**src/rtl/drum_pipe.sv**
```systemverilog
// drum_pipe: 3-stage pipelined signed DRUM / exact multiplier
// with valid/ready handshake and full back-pressure.
module drum_pipe #(
  parameter int K = 6,
  parameter int N = 16,
  parameter int M = 16
) (
  input  logic           clk,
  input  logic           rst_n,
  input  logic           in_valid,
  output logic           in_ready,
  input  logic           in_exact,
  input  logic [N-1:0]   a,
  input  logic [M-1:0]   b,
  output logic           out_valid,
  input  logic           out_ready,
  output logic [N+M-1:0] r,
  output logic           out_exact
);

  localparam int W  = (N > M) ? N : M;
  localparam int SW = $clog2(W + 1);
  localparam int L  = N + M;

  // Shift that puts the leading one at bit K-1.
  // Zero when the value already fits in K bits.
  function automatic logic [SW-1:0] f_sh(
    input logic [W-1:0] x
  );
    logic [SW-1:0] p;
    p = '0;
    for (int i = 0; i < W; i++)
      if (x[i]) p = SW'(i);
    if ((x >> K) == '0) return '0;
    return p - SW'(K - 1);
  endfunction

  // Truncated K-bit mantissa.
  // The lsb is forced high once bits were dropped.
  function automatic logic [K-1:0] f_tr(
    input logic [W-1:0]  x,
    input logic [SW-1:0] sh
  );
    logic [W-1:0] y;
    y = x >> sh;
    if (sh == '0) return y[K-1:0];
    return y[K-1:0] | K'(1);
  endfunction

  logic         w_en;
  logic         r_v1, r_e1, r_s1;
  logic [N-1:0] r_x1;
  logic [M-1:0] r_y1;
  logic         r_v2, r_e2, r_s2;
  logic [N-1:0] r_x2;
  logic [M-1:0] r_y2;
  logic [SW-1:0] r_shx2, r_shy2;
  logic         r_v3, r_e3;
  logic [L-1:0] r_r3;

  logic [W-1:0]  w_xz, w_yz;
  logic [SW-1:0] w_shx, w_shy;
  logic [K-1:0]  w_tx, w_ty;

  logic [2*K-1:0]       w_tt;
  logic [SW:0]          w_sh;
  logic [L-1:0]         w_p;
  logic signed [L-1:0]  w_ea, w_eb, w_ex;
  logic [L-1:0]         w_res;

  assign w_en      = !r_v3 | out_ready;
  assign in_ready  = w_en;
  assign out_valid = r_v3;
  assign out_exact = r_e3;
  assign r         = r_r3;

  // Stage 1: sign and one's-complement magnitude
  always_ff @(posedge clk or negedge rst_n) begin
    if (!rst_n) begin
      r_v1 <= 1'b0;
      r_e1 <= 1'b0;
      r_s1 <= 1'b0;
      r_x1 <= '0;
      r_y1 <= '0;
    end else if (w_en) begin
      r_v1 <= in_valid;
      r_e1 <= in_exact;
      r_s1 <= a[N-1] ^ b[M-1];
      r_x1 <= (!in_exact && a[N-1]) ? ~a : a;
      r_y1 <= (!in_exact && b[M-1]) ? ~b : b;
    end
  end

  assign w_xz  = W'(r_x1);
  assign w_yz  = W'(r_y1);
  assign w_shx = f_sh(w_xz);
  assign w_shy = f_sh(w_yz);
  assign w_tx  = f_tr(w_xz, w_shx);
  assign w_ty  = f_tr(w_yz, w_shy);

  // Stage 2: DRUM truncation, exact beats pass through
  always_ff @(posedge clk or negedge rst_n) begin
    if (!rst_n) begin
      r_v2   <= 1'b0;
      r_e2   <= 1'b0;
      r_s2   <= 1'b0;
      r_x2   <= '0;
      r_y2   <= '0;
      r_shx2 <= '0;
      r_shy2 <= '0;
    end else if (w_en) begin
      r_v2   <= r_v1;
      r_e2   <= r_e1;
      r_s2   <= r_s1;
      r_x2   <= r_e1 ? r_x1 : N'(w_tx);
      r_y2   <= r_e1 ? r_y1 : M'(w_ty);
      r_shx2 <= r_e1 ? '0 : w_shx;
      r_shy2 <= r_e1 ? '0 : w_shy;
    end
  end

  assign w_tt  = (2*K)'(r_x2[K-1:0])
               * (2*K)'(r_y2[K-1:0]);
  assign w_sh  = {1'b0, r_shx2} + {1'b0, r_shy2};
  assign w_p   = L'(w_tt) << w_sh;
  assign w_ea  = L'($signed(r_x2));
  assign w_eb  = L'($signed(r_y2));
  assign w_ex  = w_ea * w_eb;
  assign w_res = r_e2 ? w_ex
               : (r_s2 ? ~w_p : w_p);

  // Stage 3: multiply, restore sign, hold under stall
  always_ff @(posedge clk or negedge rst_n) begin
    if (!rst_n) begin
      r_v3 <= 1'b0;
      r_e3 <= 1'b0;
      r_r3 <= '0;
    end else if (w_en) begin
      r_v3 <= r_v2;
      r_e3 <= r_e2;
      r_r3 <= w_res;
    end
  end

endmodule

```
**config.mk**
```make
export PLATFORM = sky130hd
export DESIGN_NAME = drum_pipe
export DESIGN_NICKNAME = d
export VERILOG_FILES = /design/src/rtl/drum_pipe.sv
export SDC_FILE = /design/constraint.sdc
export NUM_CORES = 1
export LEC_CHECK = 0
export BUFFER_PORTS_ARGS = -buffer_cell sky130_fd_sc_hd__buf_2
export CORE_ASPECT_RATIO = 2
export CORE_MARGIN = 2
export CORE_UTILIZATION = 55
export DETAILED_ROUTE_END_ITERATION = 8
export GPL_TIMING_DRIVEN = 0
export MAX_ROUTING_LAYER = met4
export PLACE_DENSITY_LB_ADDON = 0.15
export SYNTH_ARGS = -nofsm -noshare
export SYNTH_HDL_FRONTEND = slang
export SYNTH_SLANG_ARGS = --single-unit
```
**constraint.sdc**
```tcl
create_clock -name clk -period 17.1 [get_ports clk]
set_clock_uncertainty 0.05 [all_clocks]
set_input_delay 1.71 -clock clk [delete_from_list [all_inputs] [get_ports clk]]
set_output_delay 1.71 -clock clk [all_outputs]
set_load 0.02 [all_outputs]
```
==> results.sh <==
export IMPL_worstPathArrival_ps=8060
export IMPL_worst_pin_slew_ps=1090
export IMPL_place_gp_congestion=1.00
export IMPL_htreeDepth=4
export IMPL_drv_cap=0
export IMPL_timing_hold_ws_ps=420
export IMPL_slowest_stage="clkbuf_1"
export IMPL_critPathTopFamily="adder cells"
export IMPL_path_clk_slew_ps=50
export IMPL_rsz0062_at_grt="false"
export IMPL_status="finished, final reports clean"
export IMPL_finalHoldViolCount=0
export IMPL_synth_seq_cells=114
export IMPL_post_drt_wl_per_cell_um=23.6
export IMPL_vias=16100
export IMPL_clock_sinks=114
export IMPL_synth_seq_area_share_pct=15.4
export IMPL_setup_viol=0
export IMPL_ys_warn_count=0
export IMPL_fill_cells=3059
export IMPL_drive_above_1_share_pct=6.80
export IMPL_die_area_mm2=0.0353
export IMPL_dp_cells=2655
export IMPL_cp_common_cell="fa_1"
export IMPL_crit_type="flip-flop to flip-flop"
export IMPL_grt_use_total_pct=38.6
export IMPL_tns_ps=0
export IMPL_synth_edf_count=0
export IMPL_cp_slowest_stage_delay_ps=730
export IMPL_coreArea_mm2=0.0334
export IMPL_final_common_cell="inv_1"
export IMPL_ys_types=85
export IMPL_syn_num_nets=2571
export IMPL_endpoint_kind="flip-flop"
export IMPL_firstDrtPassIters=5
export IMPL_overflow=0
export IMPL_timing_critical_path_buf_inv=7
export IMPL_cts_tree="done"
export IMPL_synth_async_reset_ratio_pct=100
export IMPL_place_hpwl_um=52200
export IMPL_drcViolationCount=0
export IMPL_via_per_inst=5.99
export IMPL_portBuffers=71
export IMPL_cts_buffers=17
export IMPL_min_period_ps=7810
export IMPL_nNetsFinal=2662
export IMPL_postRouteAntennaNets=0
export IMPL_dieWidth_um=134
export IMPL_fmax_mhz=128
export IMPL_synthToLayoutAreaGrowth_pct=8.36
export IMPL_antenna_found_initial=2
export IMPL_rrSetupSlack_ps=9290
export IMPL_drtIter0Drc=1042
export IMPL_mostFrequentLayoutCells="inv_1, nand2_1, fa_1"
export IMPL_final_cells=2688
export IMPL_start_util_pct=55.5
export IMPL_syn_area_mm2=0.0185
export IMPL_grt_pass1_wl_um=99400
export IMPL_worst_path_max_fanout=10
export IMPL_grt_max_degree=83
export IMPL_die_h_um=264
export IMPL_grt_pass1_vias=17500
export IMPL_postCtsHoldBufs=0
export IMPL_pre_cts_ws_ps=9490
export IMPL_clk_path_buf_depth=2
export IMPL_post_cts_setup_buffer_count=0
export IMPL_pin_count=72
export IMPL_max_slew_margin_rel_pct=27.3
export IMPL_fin_ws_ps=9290
export IMPL_holdCritPathClass="flip-flop to flip-flop"
export IMPL_synth_flop_cell="dfrtp_1"
export IMPL_crit_required_ps=17350
export IMPL_critPathLaunchType="flip-flop"
export IMPL_path_cells="clkbuf_1 > clkbuf_1 > nand2_1 > fa_1 > inv_1 > fa_1 > inv_1 > fa_1 > inv_1 > fa_1 > fa_1 > inv_1 > fa_1 > inv_1 > ha_1 > a22o_1 > nor4_1 > nand2_1 > a41oi_1 > a211oi_1 > or3_1 > a21oi_1 > nor4_1"
export IMPL_fin_crit_sh_pct=45.7
export IMPL_cts_root_buf="clkbuf_16"
export IMPL_wl_um=63400
export IMPL_cts_resized=0
export IMPL_syn_area_per_cell_um2=8.63
export IMPL_synthCells=2147
export IMPL_clk_latency_ps=440
export IMPL_slew_violations=0
export IMPL_rows=95
[flip-flops by register name, indices dropped and copies added, names as in the netlist]
signal / flops
r: 32
r_x1: 16
r_s2: 1
r_v1: 1
r_x2: 16
r_shx2: 5
r_e2: 1
r_y2: 16
r_e1: 1
out_exact: 1
out_valid: 1
r_s1: 1
r_v2: 1
r_y1: 16
r_shy2: 5
[per-stage QoR]
step	util, %	cell area (um^2)
final	60.1	20100
after floorplan	-	18500
after global routing	60.1	20100
after detailed placement	58.3	19500
after CTS	60.1	20100
after global placement	58.2	19400
[kinds of logic after synthesis]
family / share of synthesized area (%)
compound gates: 13.7
xor+xnor: 3.69
fa+ha+maj: 37.5
buf+inv: 9.35
flops: 15.4
mux: 3.10
simple gates: 17.3
[tightest hold or removal path: cells and delay by family, from the launching register on]
| family | cells | cell delay (ps) |
|---|---|---|
| flops | 1 | 340 |
| simple gates | 2 | 100 |
[routing by layer]
layer / GRT usage [%] / up-vias / wire length (um)
met5: - / - / 0
met4: 26.7 / 0 / 5500
met3: 4.60 / 269 / 3090
met2: 67.3 / 609 / 33000
met1: 40.1 / 8070 / 21700
li1: - / 7142 / -
[path summary, 6_finish.rpt]
check	from	endpoint	cells past startpoint
min in group asynchronous	rst_n	r_y1[9]$_DFFE_PN0P_	1
worst max-delay path	r_y2[8]$_DFFE_PN0P_	r[29]$_DFFE_PN0P_	23
max in group asynchronous	rst_n	r[12]$_DFFE_PN0P_	2
worst min-delay path	r_v1$_DFFE_PN0P_	r_v1$_DFFE_PN0P_	2
worst max register to register	r_y2[8]$_DFFE_PN0P_	r[29]$_DFFE_PN0P_	23
worst min register to register	r_v1$_DFFE_PN0P_	r_v1$_DFFE_PN0P_	2
[Yosys cell counts, types with 4 or more instances]
library cell | n | share of area, %
a211o_1 | 5 | 0.24
a211oi_1 | 20 | 0.81
a21o_1 | 17 | 0.69
a21oi_1 | 85 | 2.3
a221o_1 | 7 | 0.38
a221oi_1 | 6 | 0.28
a22o_1 | 10 | 0.47
a22oi_1 | 7 | 0.28
a31oi_1 | 12 | 0.41
and2_1 | 118 | 4.0
and3_1 | 12 | 0.41
buf_1 | 15 | 0.30
buf_2 | 11 | 0.30
clkbuf_1 | 90 | 1.8
dfrtp_1 | 114 | 15
fa_1 | 280 | 30
ha_1 | 107 | 7.2
inv_1 | 337 | 6.8
mux2_2 | 12 | 0.73
mux2i_1 | 33 | 1.8
nand2_1 | 304 | 6.2
nand2b_1 | 18 | 0.61
nand3_1 | 42 | 1.1
nand4_1 | 8 | 0.27
nor2_1 | 94 | 1.9
nor2b_1 | 16 | 0.54
nor3_1 | 30 | 0.81
nor4_1 | 7 | 0.24
o2111ai_1 | 7 | 0.33
o211ai_1 | 16 | 0.65
o21a_1 | 7 | 0.28
o21ai_0 | 99 | 2.7
o21ai_1 | 7 | 0.19
o21bai_1 | 7 | 0.28
o22ai_1 | 10 | 0.34
o31a_1 | 4 | 0.19
o31ai_1 | 5 | 0.20
o41ai_1 | 4 | 0.19
or3_1 | 12 | 0.41
or4_1 | 4 | 0.16
xnor2_1 | 68 | 3.2
xor2_1 | 10 | 0.47
[cell type report]
cell class | count | area, um^2 | area share (%)
sequential | 114 | 2850 | 14.2
timing repair buffer | 72 | 389 | 1.94
clock inverter | 13 | 160 | 0.797
buffer | 117 | 460 | 2.29
antenna | 1 | 2.50 | 0.0125
clock buffer | 19 | 453 | 2.26
tap | 436 | 546 | 2.72
inverter | 339 | 1270 | 6.34
multi-input combinational | 1577 | 13900 | 69.5
Power is not shown: default switching activity piles up to over one toggle a cycle in this logic, so the estimate is an artifact.
